### src/rtl/ins_enc_loader_pkg.sv
// Shared definitions for the RV32I encoder/loader: class codes, major opcodes,
// immediate range limits and the signed range helper used by the packer.
package ins_enc_loader_pkg;

   typedef enum logic [3:0] {
      CL_R      = 4'd0,
      CL_I_ALU  = 4'd1,
      CL_LOAD   = 4'd2,
      CL_STORE  = 4'd3,
      CL_BRANCH = 4'd4,
      CL_JALR   = 4'd5,
      CL_JAL    = 4'd6,
      CL_AUIPC  = 4'd7,
      CL_LUI    = 4'd8
   } ins_class_e;

   localparam logic [6:0] OP_R      = 7'b0110011;
   localparam logic [6:0] OP_I_ALU  = 7'b0010011;
   localparam logic [6:0] OP_LOAD   = 7'b0000011;
   localparam logic [6:0] OP_STORE  = 7'b0100011;
   localparam logic [6:0] OP_BRANCH = 7'b1100011;
   localparam logic [6:0] OP_JALR   = 7'b1100111;
   localparam logic [6:0] OP_JAL    = 7'b1101111;
   localparam logic [6:0] OP_AUIPC  = 7'b0010111;
   localparam logic [6:0] OP_LUI    = 7'b0110111;

   localparam int signed IMM12_MIN = -2048;
   localparam int signed IMM12_MAX = 2047;
   localparam int signed SHAMT_MAX = 31;
   localparam int signed BR_MIN    = -4096;
   localparam int signed BR_MAX    = 4094;
   localparam int signed JAL_MIN   = -(1 << 20);
   localparam int signed JAL_MAX   = (1 << 20) - 2;

   function automatic logic in_range(input logic signed [31:0] v,
                                     input int signed lo,
                                     input int signed hi);
      return (v >= lo) && (v <= hi);
   endfunction

endpackage

### src/rtl/ins_enc_loader_if.sv
// Field-bundle handshake plus IMEM write port and session status of the loader.
interface ins_enc_loader_if #(
   parameter int DEPTH = 256
) ();
   localparam int CNT_W = $clog2(DEPTH + 1);

   logic             start;
   logic             in_valid;
   logic             in_ready;
   logic             in_last;
   logic [3:0]       in_class;
   logic [4:0]       in_rd;
   logic [4:0]       in_rs1;
   logic [4:0]       in_rs2;
   logic [2:0]       in_funct3;
   logic             in_alt;
   logic [31:0]      in_imm;
   logic             imem_we;
   logic [31:0]      imem_addr;
   logic [31:0]      imem_wdata;
   logic [CNT_W-1:0] count;
   logic             busy;
   logic             done;
   logic             err;

   modport master (
      output start, in_valid, in_last, in_class, in_rd, in_rs1, in_rs2,
             in_funct3, in_alt, in_imm,
      input  in_ready, imem_we, imem_addr, imem_wdata, count, busy, done, err
   );

   modport slave (
      input  start, in_valid, in_last, in_class, in_rd, in_rs1, in_rs2,
             in_funct3, in_alt, in_imm,
      output in_ready, imem_we, imem_addr, imem_wdata, count, busy, done, err
   );
endinterface

### src/rtl/ins_enc_loader_ins_pack.sv
// Combinational RV32I packer: decoded fields in, 32-bit word and legality out.
module ins_pack
   import ins_enc_loader_pkg::*;
(
   input  logic [3:0]  i_class,
   input  logic [4:0]  i_rd,
   input  logic [4:0]  i_rs1,
   input  logic [4:0]  i_rs2,
   input  logic [2:0]  i_funct3,
   input  logic        i_alt,
   input  logic [31:0] i_imm,
   output logic [31:0] o_word,
   output logic        o_legal
);
   logic signed [31:0] w_imm;
   assign w_imm = i_imm;

   always_comb begin
      o_word  = 32'd0;
      o_legal = 1'b0;
      case (i_class)
         CL_R: begin
            o_word  = {1'b0, i_alt, 5'd0, i_rs2, i_rs1, i_funct3, i_rd, OP_R};
            o_legal = 1'b1;
         end
         CL_I_ALU: begin
            // Shifts carry shamt in imm[4:0] and the SRAI select in bit 30
            if (i_funct3 == 3'b001 || i_funct3 == 3'b101) begin
               o_word  = {1'b0, i_alt, 5'd0, i_imm[4:0], i_rs1, i_funct3, i_rd, OP_I_ALU};
               o_legal = in_range(w_imm, 0, SHAMT_MAX);
            end else begin
               o_word  = {i_imm[11:0], i_rs1, i_funct3, i_rd, OP_I_ALU};
               o_legal = in_range(w_imm, IMM12_MIN, IMM12_MAX);
            end
         end
         CL_LOAD: begin
            o_word  = {i_imm[11:0], i_rs1, i_funct3, i_rd, OP_LOAD};
            o_legal = in_range(w_imm, IMM12_MIN, IMM12_MAX);
         end
         CL_JALR: begin
            o_word  = {i_imm[11:0], i_rs1, 3'b000, i_rd, OP_JALR};
            o_legal = in_range(w_imm, IMM12_MIN, IMM12_MAX);
         end
         CL_STORE: begin
            o_word  = {i_imm[11:5], i_rs2, i_rs1, i_funct3, i_imm[4:0], OP_STORE};
            o_legal = in_range(w_imm, IMM12_MIN, IMM12_MAX);
         end
         CL_BRANCH: begin
            o_word  = {i_imm[12], i_imm[10:5], i_rs2, i_rs1, i_funct3,
                       i_imm[4:1], i_imm[11], OP_BRANCH};
            o_legal = in_range(w_imm, BR_MIN, BR_MAX) && !i_imm[0];
         end
         CL_JAL: begin
            o_word  = {i_imm[20], i_imm[10:1], i_imm[11], i_imm[19:12], i_rd, OP_JAL};
            o_legal = in_range(w_imm, JAL_MIN, JAL_MAX) && !i_imm[0];
         end
         CL_AUIPC: begin
            o_word  = {i_imm[31:12], i_rd, OP_AUIPC};
            o_legal = (i_imm[11:0] == 12'd0);
         end
         CL_LUI: begin
            o_word  = {i_imm[31:12], i_rd, OP_LUI};
            o_legal = (i_imm[11:0] == 12'd0);
         end
         default: begin
            o_word  = 32'd0;
            o_legal = 1'b0;
         end
      endcase
   end
endmodule

### src/rtl/ins_enc_loader.sv
// Program loader: accepts field bundles, encodes them and writes sequential
// IMEM words starting at BASE_ADDR, one registered write per good bundle.
module ins_enc_loader
   import ins_enc_loader_pkg::*;
#(
   parameter logic [31:0] BASE_ADDR = 32'h0000_0000,
   parameter int          DEPTH     = 256
) (
   input logic             clk,
   input logic             rst,
   ins_enc_loader_if.slave bus
);
   localparam int CNT_W = $clog2(DEPTH + 1);

   localparam logic [1:0] S_IDLE = 2'd0;
   localparam logic [1:0] S_LOAD = 2'd1;
   localparam logic [1:0] S_DONE = 2'd2;

   logic [1:0]       r_state;
   logic [CNT_W-1:0] r_count;
   logic [31:0]      r_next_addr;
   logic             r_err;
   logic             r_we_p1;
   logic [31:0]      r_addr_p1;
   logic [31:0]      r_wdata_p1;

   logic [31:0]      w_word;
   logic             w_legal;
   logic             w_accept;
   logic             w_full_next;

   ins_pack u_pack (
      .i_class  (bus.in_class),
      .i_rd     (bus.in_rd),
      .i_rs1    (bus.in_rs1),
      .i_rs2    (bus.in_rs2),
      .i_funct3 (bus.in_funct3),
      .i_alt    (bus.in_alt),
      .i_imm    (bus.in_imm),
      .o_word   (w_word),
      .o_legal  (w_legal)
   );

   assign bus.in_ready = (r_state == S_LOAD);
   assign w_accept     = bus.in_valid && bus.in_ready;
   // This write fills the last free slot of the session
   assign w_full_next  = (r_count == CNT_W'(DEPTH - 1));

   always_ff @(posedge clk) begin
      if (rst) begin
         r_state     <= S_IDLE;
         r_count     <= '0;
         r_next_addr <= BASE_ADDR;
         r_err       <= 1'b0;
         r_we_p1     <= 1'b0;
         r_addr_p1   <= BASE_ADDR;
         r_wdata_p1  <= 32'd0;
      end else begin
         r_we_p1 <= 1'b0;
         if (r_state == S_LOAD) begin
            if (w_accept) begin
               if (w_legal) begin
                  r_we_p1     <= 1'b1;
                  r_addr_p1   <= r_next_addr;
                  r_wdata_p1  <= w_word;
                  r_count     <= r_count + 1'b1;
                  r_next_addr <= r_next_addr + 32'd4;
                  if (bus.in_last || w_full_next) r_state <= S_DONE;
               end else begin
                  r_err <= 1'b1;
                  if (bus.in_last) r_state <= S_DONE;
               end
            end
         end else if (r_state == S_IDLE || r_state == S_DONE) begin
            if (bus.start) begin
               r_state     <= S_LOAD;
               r_count     <= '0;
               r_err       <= 1'b0;
               r_next_addr <= BASE_ADDR;
            end
         end else begin
            r_state <= S_IDLE;
         end
      end
   end

   // Output stage: registered write port and status
   assign bus.imem_we    = r_we_p1;
   assign bus.imem_addr  = r_addr_p1;
   assign bus.imem_wdata = r_wdata_p1;
   assign bus.count      = r_count;
   assign bus.busy       = (r_state == S_LOAD);
   assign bus.done       = (r_state == S_DONE);
   assign bus.err        = r_err;
endmodule

### src/flat_wrapper.sv
// flat-port wrapper written by rule: the top's interface ports become plain ports
module ins_enc_loader_flat import ins_enc_loader_pkg::*;
#(
   parameter logic [31:0] BASE_ADDR = 32'h0000_0000,
   parameter int          DEPTH     = 256
)
  (clk, rst, bus_start, bus_in_valid, bus_in_last, bus_in_class, bus_in_rd, bus_in_rs1, bus_in_rs2, bus_in_funct3, bus_in_alt, bus_in_imm, bus_in_ready, bus_imem_we, bus_imem_addr, bus_imem_wdata, bus_count, bus_busy, bus_done, bus_err);
  ins_enc_loader_if #(.DEPTH(DEPTH)) bus_i ();
  input logic clk;
  input logic rst;
  input wire logic [$bits(bus_i.start)-1:0] bus_start;
  input wire logic [$bits(bus_i.in_valid)-1:0] bus_in_valid;
  input wire logic [$bits(bus_i.in_last)-1:0] bus_in_last;
  input wire logic [$bits(bus_i.in_class)-1:0] bus_in_class;
  input wire logic [$bits(bus_i.in_rd)-1:0] bus_in_rd;
  input wire logic [$bits(bus_i.in_rs1)-1:0] bus_in_rs1;
  input wire logic [$bits(bus_i.in_rs2)-1:0] bus_in_rs2;
  input wire logic [$bits(bus_i.in_funct3)-1:0] bus_in_funct3;
  input wire logic [$bits(bus_i.in_alt)-1:0] bus_in_alt;
  input wire logic [$bits(bus_i.in_imm)-1:0] bus_in_imm;
  output wire logic [$bits(bus_i.in_ready)-1:0] bus_in_ready;
  output wire logic [$bits(bus_i.imem_we)-1:0] bus_imem_we;
  output wire logic [$bits(bus_i.imem_addr)-1:0] bus_imem_addr;
  output wire logic [$bits(bus_i.imem_wdata)-1:0] bus_imem_wdata;
  output wire logic [$bits(bus_i.count)-1:0] bus_count;
  output wire logic [$bits(bus_i.busy)-1:0] bus_busy;
  output wire logic [$bits(bus_i.done)-1:0] bus_done;
  output wire logic [$bits(bus_i.err)-1:0] bus_err;
  assign bus_i.start = bus_start;
  assign bus_i.in_valid = bus_in_valid;
  assign bus_i.in_last = bus_in_last;
  assign bus_i.in_class = bus_in_class;
  assign bus_i.in_rd = bus_in_rd;
  assign bus_i.in_rs1 = bus_in_rs1;
  assign bus_i.in_rs2 = bus_in_rs2;
  assign bus_i.in_funct3 = bus_in_funct3;
  assign bus_i.in_alt = bus_in_alt;
  assign bus_i.in_imm = bus_in_imm;
  assign bus_in_ready = bus_i.in_ready;
  assign bus_imem_we = bus_i.imem_we;
  assign bus_imem_addr = bus_i.imem_addr;
  assign bus_imem_wdata = bus_i.imem_wdata;
  assign bus_count = bus_i.count;
  assign bus_busy = bus_i.busy;
  assign bus_done = bus_i.done;
  assign bus_err = bus_i.err;
  ins_enc_loader #(.BASE_ADDR(BASE_ADDR), .DEPTH(DEPTH)) u_core (.clk(clk), .rst(rst), .bus(bus_i));
endmodule
### config.mk
export PLATFORM = sky130hd
export DESIGN_NAME = ins_enc_loader_flat
export DESIGN_NICKNAME = d
export VERILOG_FILES = /design/src/rtl/ins_enc_loader_pkg.sv /design/src/rtl/ins_enc_loader_if.sv /design/src/rtl/ins_enc_loader_ins_pack.sv /design/src/rtl/ins_enc_loader.sv /design/src/flat_wrapper.sv
export SDC_FILE = /design/constraint.sdc
export NUM_CORES = 1
export LEC_CHECK = 0
export CORE_MARGIN = 4
export CORE_UTILIZATION = 40
export CTS_CLUSTER_DIAMETER = 200
export DETAILED_ROUTE_END_ITERATION = 7
export PLACE_DENSITY = 0.68
export SYNTH_ARGS = -nofsm -noshare
export SYNTH_HDL_FRONTEND = slang
export SYNTH_HIERARCHICAL = 1
export SYNTH_SLANG_ARGS = --single-unit
### constraint.sdc
create_clock -name clk -period 6.7 [get_ports clk]
set_clock_uncertainty 0.05 [all_clocks]
set_input_delay 1.34 -clock clk [delete_from_list [all_inputs] [get_ports clk]]
set_output_delay 1.34 -clock clk [all_outputs]
set_load 0.005 [all_outputs]
==> impl_metrics.ini, run 1 <==
[placed_design]
place.gp.congestion = 0.898
place_area_um2 = 6720
dpl.hpwl_mm = 11.7
place_ws_ns = 1.62
port_buffers = 135

[hold_path]
whs_endpoint = u_core/bus.imem_addr[14]
worstHoldPathCells = 2
hold_class = reg -> reg
hp-start = u_core/bus.imem_addr[14]

[synthesis]
ys_seq_area_share_pct = 39.3
syn_area_um2 = 5340
synthFlopType = dfxtp_1
ys_warn_count = 6
syn_inst = 704
yosys.area.top_type_share_pct = 39.3
synth_area_leader_cell = dfxtp_1
ys_top_cells_by_area = dfxtp_1, a21oi_1, nand2_1, nor2_1, clkbuf_1
syn_area_per_cell_um2 = 7.59
async_flop_share_pct = 0
synth_edf_count = 0
ys_seq_elements = 105
synth_cell_types = 65

[finish]
nets = 866
n_fill_cell = 1221
seqCellArea_um2 = 2100
multi_input_area_um2 = 2940
drive_gt1_share_pct = 4.46
final_common_cell = nand2_1
n_antenna_cell = 0
syn2layout_area_growth_pct = 31.8
layout_common_cells = nand2_1, clkdlybuf4s50_1, a21oi_1
design_area_um2 = 7040

[worst_setup_path]
cpPeakStageDelay_ns = 0.87
crit_required_ns = 6.93
r2r-end = u_core/r_next_addr[20]
path_max_fanout = 42
worstSetupPathType = in -> reg
ff2ff_path_depth = 4
crit_path_start_kind = input port
critPathTopFamily = simple AND/OR/NAND/NOR gates
end_kind = flip-flop
critical_path.n_buffers_inverters = 2
critical_path.cell_chain = clkdlybuf4s50_1, nor2_1, or3_1, a211oi_1, o21ai_1, o41ai_2, nand4b_1, buf_4, a2111o_1, or4_1, a21oi_1
crit_arrival_ns = 5.01
r2r-start = u_core/r_state[0]
cpMaxStageDelayCell = clkdlybuf4s50_1
ff2ff_setup_slack_ns = 4.45

[global_routing]
grt_pass1_wl_mm = 26.2
grtUsageTotal_pct = 21.5
grt_max_degree = 73
antenna_found_initial = 0
grt_overflow = 0
grt_pass1_vias = 5274

[clock_tree]
cts_tree = yes
clk_path_buf_depth = 2
clk_latency_ns = 0.35
cts_max_level = 3
cts_num_sinks = 105
post_cts_buffers = 0
postCtsHoldBufs = 0
numCtsBuffers = 9
cts_root_buffer = clkbuf_16
ctsResizeCount = 0
path_clk_slew_ns = 0.07

[drt]
vias_per_cell = 5.67
drtIter0Drc = 442
drc = 0
drt_first_pass_iters = 5
wl_per_cell_um = 16.6
drtAntennaViolNets = 0
vias = 5550
drt-total-wl_mm = 16.3

[sta]
max_freq_ghz = 0.209
worst_pin_slew_ns = 0.894
final_hold_viol_count = 0
min_period_over_period_pct = 71.3
maxSlewHeadroom_pct = 39.8
maxSlewViolCount = 0
setup_slack_ns = 1.93
fin_tns_setup_ns = 0
rsz0062_at_grt = no
setup_viol = 0
min_period_ns = 4.77

[outcome]
status = completed

[die]
die_w_um = 124
io_pins = 138
initial_core_util_pct = 41.7
core_area_um2 = 12800
row_count = 41
dieArea_um2 = 15300
die_height_um = 124

[power]
power_density_nw_per_um2 = 192
power_leakage_nw = 2.21
ir_drop_mv = 0.105

[flow_run]
cap_violations = 0
layout make-up:
type / instances / area share, %
multi-input combinational: 528 / 41.8
tap: 172 / 3.06
clock buffer: 10 / 3.25
timing repair buffer: 142 / 19.9
clock inverter: 5 / 1.24
sequential: 105 / 29.9
inverter: 17 / 0.907
where the power goes:
part           internal [W]  leakage (nW)  total, W  switching [W]
combinational     0.0000665          1.22  0.000148      0.0000818
clock              0.000330         0.151  0.000575       0.000245
sequential         0.000626         0.846  0.000629     0.00000277
worst max-delay path by stage:
stage | start | end | slack [ns] | depth (start not counted)
2_1_floorplan | bus_in_imm[27] | u_core/r_next_addr[30] | 2.75 | 10
3_3_place_gp | bus_in_class[0] | u_core/r_next_addr[18] | 1.72 | 11
3_5_place_dp | bus_in_class[0] | u_core/r_next_addr[20] | 1.62 | 11
4_1_cts | bus_in_class[0] | u_core/r_next_addr[31] | 1.98 | 11
5_1_grt | bus_in_class[0] | u_core/r_next_addr[31] | 1.68 | 11
6_report | bus_in_class[0] | u_core/r_next_addr[20] | 1.93 | 11
stage by stage:
stage	hold WS, ns	std cells	util [%]	total power [W]
floorplan	0.391	705	-	0.000721
global placement	0.392	964	52.4	0.000787
detailed placement	0.397	964	52.4	0.000790
CTS	0.407	979	54.9	0.00136
global route	0.428	979	54.9	0.00140
finish	0.405	979	54.9	0.00135
per-layer routing:
metal	vias to the layer above	track usage, %	wire [µm]	share of wire [%]
met5	-	0	0	0
li1	2717	-	-	-
met2	228	35.2	7670	47
met3	32	5.50	1440	8.8
met1	2573	26.7	6740	41
met4	0	9.55	424	2.6
state kept, by name (all words and copies together), names as in the netlist:
register,cells
u_core/bus.count,9
u_core/bus.err,1
u_core/bus.imem_addr,30
u_core/bus.imem_wdata,32
u_core/bus.imem_we,1
u_core/r_next_addr,30
u_core/r_state,2
cell families after synthesis:
kind of cell / synth area share [%]
fa+ha+maj: 0.703
simple gates: 26.7
xor+xnor: 2.46
buf+inv: 5.67
mux: 0.375
flops: 39.3
compound gates: 24.6
other cells: 0.0702
cell usage after synthesis (3+ instances only):
library cell / instances
o41ai_1: 3
nor3_1: 3
a22o_1: 10
buf_1: 6
nand4b_1: 4
nand2b_1: 4
nand3_1: 15
a22oi_1: 13
nor2b_1: 12
nand2_1: 152
a211oi_1: 11
ha_1: 3
buf_4: 5
o211ai_1: 3
or4_1: 11
xnor2_1: 12
nor4_1: 8
buf_2: 11
o21ai_0: 15
or3_1: 5
inv_1: 17
clkbuf_1: 33
a21oi_1: 114
nor2_1: 39
xor2_1: 3
o22ai_1: 8
and2_1: 3
dfxtp_1: 105
nand4_1: 14
a222oi_1: 4
a221o_1: 3
o31ai_1: 13
worst reg2reg max path, delay by kind of cell, from the launching register on:
kind,cells,cell delay [ns]
DFF,1,0.38
AOI/OAI and AO/OA,2,0.81
and+or+nand+nor,2,0.95
(Power assumes the default switching activity.)
==> run 2, diff against run 1 <==
--- a/config.mk
+++ b/config.mk
@@ -9,7 +9,7 @@
 export CORE_UTILIZATION = 40
 export CTS_CLUSTER_DIAMETER = 200
 export DETAILED_ROUTE_END_ITERATION = 7
-export PLACE_DENSITY = 0.68
+export PLACE_DENSITY = 0.7
 export SYNTH_ARGS = -nofsm -noshare
 export SYNTH_HDL_FRONTEND = slang
 export SYNTH_HIERARCHICAL = 1
==> constraint.sdc (replaced) <==
create_clock -name clk -period 4.13 [get_ports clk]
set_clock_uncertainty 0.05 [all_clocks]
set_input_delay 0.826 -clock clk [delete_from_list [all_inputs] [get_ports clk]]
set_output_delay 0.826 -clock clk [all_outputs]
set_load 0.005 [all_outputs]
==> run 2 against run 1 <==
Sequential share of layout area down 0.84 points. Hold slack worse by 0.0032 ns. Via count up 4.6%. Register-to-register slack worse by 2.6 ns. Power up 60%. Sequential power up 62%. Critical path depth unchanged. Clock-buffer cell count unchanged. Critical path type unchanged. Largest cell class unchanged.
==> impl_metrics.ini, run 2 (synthesis gave the netlist of run 1 again) <==
[drt]
drc = 0
wl_per_cell_um = 17.1
vias = 5805
vias_per_cell = 5.75
drtIter0Drc = 485
drt_first_pass_iters = 6
drt-total-wl_mm = 17.3
drtAntennaViolNets = 0

[finish]
largest_register_ffs = 32
drive_gt1_share_pct = 7.89
n_antenna_cell = 0
postLayoutCoreUtil_pct = 56.5
nets = 895
layout_common_cells = nand2_1, clkdlybuf4s50_1, a21oi_1
n_fill_cell = 1187
syn2layout_area_growth_pct = 35.6
design_area_um2 = 7240
final_common_cell = nand2_1

[worst_setup_path]
crit_arrival_ns = 4.16
critical_path.cell_chain = clkdlybuf4s50_1, nor4_1, and3_2, nand3_2, o311a_1, o41ai_2, buf_4, and4b_2, o211ai_1, or4_2, a21oi_1
crit_path_start = bus_in_imm[22]
crit_path_start_kind = input port
path_max_fanout = 7
r2r-start = u_core/r_state[0]
cpPeakStageDelay_ns = 0.60
crit_required_ns = 4.37
end_kind = flip-flop
worstSetupPathType = in -> reg
cpMaxStageDelayCell = or4_2

[sta]
hold-worst-slack_ns = 0.402
setup_viol = 0
min_period_ns = 3.92
rsz0062_at_grt = no
min_period_over_period_pct = 94.8
setup_slack_ns = 0.214
max_freq_ghz = 0.255
maxSlewViolCount = 0
fin_tns_setup_ns = 0
maxSlewHeadroom_pct = 42.1
worst_pin_slew_ns = 0.860
final_hold_viol_count = 0

[die]
io_pins = 138
dieArea_um2 = 15300
initial_core_util_pct = 41.7
core_area_um2 = 12800
row_count = 41
die_height_um = 124
die_w_um = 124

[clock_tree]
cts_max_level = 3
post_cts_buffers = 0
cts_root_buffer = clkbuf_16
clk_latency_ns = 0.36
ctsResizeCount = 0
postCtsHoldBufs = 0
cts_tree = yes
numCtsBuffers = 9
cts_num_sinks = 105
clk_path_buf_depth = 2
path_clk_slew_ns = 0.07

[hold_path]
hold_class = reg -> reg
hp-start = u_core/bus.imem_addr[17]

[global_routing]
grtUsageTotal_pct = 23.0
grt_pass1_vias = 5670
grt_pass1_wl_mm = 28.0
grt_max_degree = 51
grt_overflow = 0
antenna_found_initial = 0

[power]
power_density_nw_per_um2 = 299
power_leakage_nw = 2.34
ir_drop_mv = 0.187

[placed_design]
port_buffers = 135
place.gp.congestion = 0.936
place_area_um2 = 6940
dpl.hpwl_mm = 12.9
place_ws_ns = 0.00127

[flow_run]
cap_violations = 0

[outcome]
status = completed
-- run 2: cell count changes in the layout (fill, tap and decap cells not counted), sizes merged --
cell and change:
bufinv -1, buf +29, clkinv +1, clkinvlp +1
-- run 2: final cells by class --
cell class / count / area [µm²] / area share [%]
Sequential cell: 105 / 2100 / 29.0
Tap cell: 172 / 215 / 2.97
Inverter: 17 / 63.8 / 0.881
Clock buffer: 10 / 229 / 3.16
Clock inverter: 6 / 73.8 / 1.02
Multi-Input combinational cell: 528 / 2940 / 40.6
Timing Repair Buffer: 171 / 1620 / 22.3
-- run 2: final timing paths --
kind | to | slack [ns] | cells after the start
max | u_core/r_next_addr[17] | 0.21 | 11
min | u_core/bus.imem_addr[17] | 0.40 | 2
max reg2reg | u_core/r_next_addr[19] | 1.82 | 4
min reg2reg | u_core/bus.imem_addr[17] | 0.40 | 2
-- run 2: worst max-delay path, delay by kind of cell --
family	cells	cell delay, ns
compound gates	4	1.08
buf+inv	2	0.65
simple gates	5	1.58
-- run 2: where the power goes --
part	total, W	leakage, nW	internal (W)	switching, W
clock	0.000888	0.141	0.000478	0.000409
sequential	0.00102	0.846	0.00102	0.00000471
combinational	0.000258	1.36	0.000118	0.000139
total	0.00217	2.34	0.00161	0.000554
-- run 2: routing by layer --
layer  track usage (%)  up-vias  wire length, µm
li1                  -     2768                -
met1              27.5     2710             6940
met2              38.3      275             8240
met3              6.22       52             1560
met4              11.0        0              570
met5                 0        -                0
-- run 2: through the flow --
stage	std cells	total power (W)
2_1_floorplan	705	0.00117
3_3_place_gp	993	0.00129
3_5_place_dp	993	0.00130
4_1_cts	1009	0.00218
5_1_grt	1009	0.00225
6_report	1009	0.00217
==> run 3, diff against run 2 <==
--- a/config.mk
+++ b/config.mk
@@ -7,6 +7,7 @@
 export LEC_CHECK = 0
 export CORE_MARGIN = 4
 export CORE_UTILIZATION = 40
+export CTS_BUF_LIST = sky130_fd_sc_hd__clkbuf_2 sky130_fd_sc_hd__clkbuf_4 sky130_fd_sc_hd__clkbuf_8
 export CTS_CLUSTER_DIAMETER = 200
 export DETAILED_ROUTE_END_ITERATION = 7
 export PLACE_DENSITY = 0.7
==> run 3 against run 2 <==
Critical path depth unchanged. Final cell count unchanged. Critical path type unchanged. First-iteration DRC count decreased by 2.3%. Largest power group unchanged. Maximum frequency increased by 1.4%. Sequential power about the same.
==> impl_metrics.ini, run 3 (synthesis gave the netlist of run 1 again) <==
[finish]
largest_register_ffs = 32
drive_gt1_share_pct = 8.00
final_common_cell = nand2_1
syn2layout_area_growth_pct = 33.7
layout_common_cells = nand2_1, clkdlybuf4s50_1, a21oi_1
n_antenna_cell = 0
design_area_um2 = 7150
nets = 895

[clock_tree]
cts_num_sinks = 105
clk_path_buf_depth = 2
cts_root_buffer = clkbuf_8
post_cts_buffers = 0
numCtsBuffers = 9
cts_tree = yes
path_clk_slew_ns = 0.11
ctsResizeCount = 0
cts_max_level = 3
clk_latency_ns = 0.39
postCtsHoldBufs = 0

[sta]
min_period_ns = 3.86
min_period_over_period_pct = 93.5
rsz0062_at_grt = no
setup_viol = 0
maxSlewHeadroom_pct = 44.3
maxSlewViolCount = 0
worst_pin_slew_ns = 0.827
max_freq_ghz = 0.259
fin_tns_setup_ns = 0
final_hold_viol_count = 0
setup_slack_ns = 0.269

[placed_design]
place_ws_ns = 0.00127
port_buffers = 135
dpl.hpwl_mm = 12.9
place.gp.congestion = 0.936
place_area_um2 = 6940

[drt]
drtAntennaViolNets = 0
vias = 5785
wl_per_cell_um = 17.1
vias_per_cell = 5.73
drc = 0
drtIter0Drc = 474
drt-total-wl_mm = 17.3
drt_first_pass_iters = 6

[power]
power_w = 0.00196
p_seq_share_pct = 52.1
switchingPower_w = 0.000529
swShare_pct = 27.0
power.internal_w = 0.00143
power_leakage_nw = 2.30
ir_drop_mv = 0.135
power_density_nw_per_um2 = 274
power_frac_comb_pct = 13.2
pwr-share-clk_pct = 34.7

[hold_path]
worstHoldPathCells = 2
hp-start = u_core/bus.imem_addr[17]
hold_class = reg -> reg
whs_endpoint = u_core/bus.imem_addr[17]

[global_routing]
grt_pass1_wl_mm = 27.9
grtUsageTotal_pct = 22.9
grt_max_degree = 51
antenna_found_initial = 0
grt_overflow = 0
grt_pass1_vias = 5703

[die]
dieArea_um2 = 15300
core_area_um2 = 12800
die_height_um = 124
io_pins = 138
die_w_um = 124
initial_core_util_pct = 41.7
row_count = 41

[worst_setup_path]
worstSetupPathType = in -> reg
crit_path_start_kind = input port
r2r-end = u_core/r_next_addr[26]
crit_required_ns = 4.41
critical_path.cell_chain = clkdlybuf4s50_1, nor4_1, and3_2, nand3_2, o311a_1, o41ai_2, buf_4, and4b_2, o211ai_1, or4_2, a21oi_1
cpPeakStageDelay_ns = 0.60
end_kind = flip-flop
crit_arrival_ns = 4.14
cpMaxStageDelayCell = or4_2
r2r-start = u_core/r_state[0]
path_max_fanout = 7
ff2ff_path_depth = 4
ff2ff_setup_slack_ns = 1.82

[flow_run]
cap_violations = 0

[outcome]
status = completed
==> run 3: cell types whose count changed in the layout (fill, tap and decap cells not counted) <==
cell       previous run  this run
clkbuf_8              0         9
clkbuf_4              0         1
clkbuf_1              1         0
clkbuf_16             9         0
==> run 3: final cells by class <==
class / count / area (µm²)
multi-input cells: 528 / 2940
inverters: 17 / 63.8
clock inverters: 6 / 73.8
well taps: 172 / 215
flip-flops and latches: 105 / 2100
fillers: 1197 / 5680
repair buffers: 171 / 1620
clock buffers: 10 / 131
==> run 3: metrics by stage <==
stage,instances,utilization (%),hold WS (ns)
6_report,1009,55.7,0.407
5_1_grt,1009,55.7,0.434
4_1_cts,1009,55.7,0.411
3_5_place_dp,993,54.1,0.396
3_3_place_gp,993,54.1,0.393
2_1_floorplan,705,-,0.391
==> run 3: worst max path at each step <==
stage	startpoint	to	slack [ns]	cells after the start
after floorplan	bus_in_imm[27]	u_core/r_next_addr[30]	0.70	10
after global placement	bus_in_imm[29]	u_core/r_next_addr[17]	0.06	12
after detailed placement	bus_in_imm[22]	u_core/r_next_addr[17]	0.001	11
after CTS	bus_in_imm[29]	u_core/r_next_addr[17]	0.41	12
after global routing	bus_in_imm[22]	u_core/r_next_addr[17]	0.17	11
final	bus_in_imm[22]	u_core/r_next_addr[17]	0.27	11
==> run 3: layer usage <==
| metal | vias up | track usage, % | routed length (µm) |
|---|---|---|---|
| met1 | 2694 | 27.1 | 7020 |
| met5 | - | 0 | 0 |
| met3 | 50 | 6.27 | 1460 |
| li1 | 2771 | - | - |
| met4 | 0 | 10.5 | 564 |
| met2 | 270 | 38.6 | 8250 |
==> run 3: power groups by stage <==
stage                     sequential, W  combinational (W)  clock [W]
final                           0.00102           0.000258   0.000680
after global routing            0.00102           0.000277   0.000737
after CTS                       0.00102           0.000253   0.000697
after detailed placement        0.00104           0.000252          0
after global placement          0.00104           0.000249          0
after floorplan                 0.00104           0.000127          0
==> run 3: worst max-delay path: cells and delay by family <==
family / cells / cell delay [ns]
simple gates: 5 / 1.59
buf+inv: 2 / 0.66
compound gates: 4 / 1.07
==> RTL edit (settings of run 3) <==
`DEPTH` is set to 256 in 3 places; all go to 512.
--- a/src/rtl/ins_enc_loader_if.sv
+++ b/src/rtl/ins_enc_loader_if.sv
@@ -1,6 +1,6 @@
 // Field-bundle handshake plus IMEM write port and session status of the loader.
 interface ins_enc_loader_if #(
-   parameter int DEPTH = 256
+   parameter int DEPTH = 512
 ) ();
    localparam int CNT_W = $clog2(DEPTH + 1);
 
--- a/src/rtl/ins_enc_loader.sv
+++ b/src/rtl/ins_enc_loader.sv
@@ -4,7 +4,7 @@
    import ins_enc_loader_pkg::*;
 #(
    parameter logic [31:0] BASE_ADDR = 32'h0000_0000,
-   parameter int          DEPTH     = 256
+   parameter int          DEPTH     = 512
 ) (
    input logic             clk,
    input logic             rst,
--- a/src/flat_wrapper.sv
+++ b/src/flat_wrapper.sv
@@ -2,7 +2,7 @@
 module ins_enc_loader_flat import ins_enc_loader_pkg::*;
 #(
    parameter logic [31:0] BASE_ADDR = 32'h0000_0000,
-   parameter int          DEPTH     = 256
+   parameter int          DEPTH     = 512
 )
   (clk, rst, bus_start, bus_in_valid, bus_in_last, bus_in_class, bus_in_rd, bus_in_rs1, bus_in_rs2, bus_in_funct3, bus_in_alt, bus_in_imm, bus_in_ready, bus_imem_we, bus_imem_addr, bus_imem_wdata, bus_count, bus_busy, bus_done, bus_err);
   ins_enc_loader_if #(.DEPTH(DEPTH)) bus_i ();
Ports: changed (resized bus_count); port bits go from 138 to 139. No check against the original RTL was run, so the function may have changed too.
==> RTL edit against run 3 <==
- core utilization decreased by 1.8 points
- via count down 3.0%
- critical path depth down 1
- synthesized area grew 0.70%
- total power grew 0.63%
- sequential cell count up 1
- wire length decreased by 6.2%
- cell area shrank 0.51%
- maximum frequency is 3.1% higher
- first-iteration DRC count down 20%
- synthesized cell count grew 0.71%
- worst setup slack better by 0.12 ns
==> RTL edit: results (changes against run 3) <==
* Status: completed (unchanged)
* Number of CTS-inserted buffers at 9 (unchanged)
* Number of global-route vias before repair at 5,324 (was 5,703)
* Crit Path Max Fanout at 21 (was 7)
* Dpl hpwl at 11,790 um (was 12,850 um)
* CP max stage cell: or4_1 (was or4_2)
* Post-Synth XOR/XNOR Area at 0.02279 (was 0.02459)
* Synth Area in Compound Gates at 0.2412 (was 0.2464)
* Worst r2r src: u_core/r_next_addr[6] (was u_core/r_state[0])
* Initial drt markers at 378 (was 474)
* Vias at 5,612 (was 5,785)
* Layout cells sized above 1 at 0.06522 (was 0.08005)
* Post-synthesis adder-cell area fraction at 0.004651 (was 0.007026)
* Post-synthesis mux area share at 0.007442 (was 0.003747)
* Synth top cells by count: nand2_1, a21oi_1, dfxtp_1 (unchanged)
* Synth unique cells at 59 (was 65)
* Nets at 885 (was 895)
* Hold path startpoint: u_core/bus.imem_wdata[0] (was u_core/bus.imem_addr[17])
* Peak supply drop at 0.1168 mV (was 0.1350 mV)
* Arr. time, crit path at 4.01 ns (was 4.14 ns)
* GR Util All Layers at 0.2114 (was 0.2291)
* Register area share after synthesis at 0.3944 (was 0.3934)
* Placer Congestion at 0.9331 (was 0.9357)
* Leakage at 2.266 nW (was 2.301 nW)
* Largest cells by area after synthesis: dfxtp_1, nand2_1, a21oi_1 (was dfxtp_1, a21oi_1, nand2_1)
* Largest net degree at the start of global routing at 68 (was 51)
* Buffers on Ports at 136 (was 135)
* Relative slew slack at 0.4879 (was 0.4434)
* Critical path origin: bus_in_imm[27] (was bus_in_imm[22])
* Wire length of the first global-routing pass at 25,880 um (was 27,930 um)
* Post-Route WL at 16,220 um (was 17,300 um)
[RTL edit: changes by cell type in the layout (fill, tap and decap cells not counted), moves of 3 or more]
cell,delta
nand2_1,+3
or3_1,+5
or4_1,+7
a21o_1,+3
a211oi_1,-3
xor2_1,+3
o41ai_1,-3
nor2_1,-5
inv_1,-4
o2111ai_1,+3
o31ai_1,+4
buf_4,-14
xnor2_1,-4
[RTL edit: report_power, final]
group	switching [mW]	total, mW	internal (mW)
combinational	0.134	0.251	0.117
clock	0.360	0.690	0.330
sequential	0.00410	1.03	1.03
[RTL edit: layer usage]
layer,wire length (um),up-vias,track usage
met3,1026,32,0.04632
li1,-,2757,-
met4,381,0,0.08966
met1,7140,2613,0.2666
met2,7670,210,0.3488
met5,0,-,0
[RTL edit: final timing paths]
check	endpoint	slack, ns	cells after the start
min	u_core/bus.imem_wdata[0]	0.41	2
max reg2reg	u_core/r_next_addr[23]	1.80	4
min reg2reg	u_core/bus.imem_wdata[0]	0.41	2
max	u_core/r_next_addr[14]	0.39	10
[RTL edit: cells by family (layout without fill, tap and decap cells)]
logic type,Yosys count,after routing
adders and majority gates,2,2
DFF,106,106
xor gates and xnor gates,14,14
other,1,2
AOI/OAI and AO/OA,211,211
buffers and inverters,70,188
muxes,4,4
and+or+nand+nor,301,301
[RTL edit: through the flow]
step	cell area (sq um)	std cells	hold slack (ns)	setup slack, ns	util
after detailed placement	6895	988	0.3970	0.01911	0.5228
after global placement	6895	988	0.3928	0.1345	0.5228
final	7109	1004	0.4092	0.3851	0.5390
after floorplan	5384	710	0.3907	0.9084	-
after CTS	7109	1004	0.4097	0.4259	0.5390
after global routing	7109	1004	0.4281	0.2238	0.5390
[RTL edit: final cells by class]
type | instances | area (sq um)
Clock inverter | 3 | 47.55
Fill cell | 1251 | 6081
Clock buffer | 13 | 166.4
Tap cell | 176 | 220.2
Multi-Input combinational cell | 534 | 2963
Sequential cell | 106 | 2122
Timing Repair Buffer | 159 | 1541
Inverter | 13 | 48.80
[RTL edit: worst min-delay path: stages (launching register included)]
cell and delay (ns):
dfxtp_1 0.32, nand2_1 0.05, a21oi_1 0.05
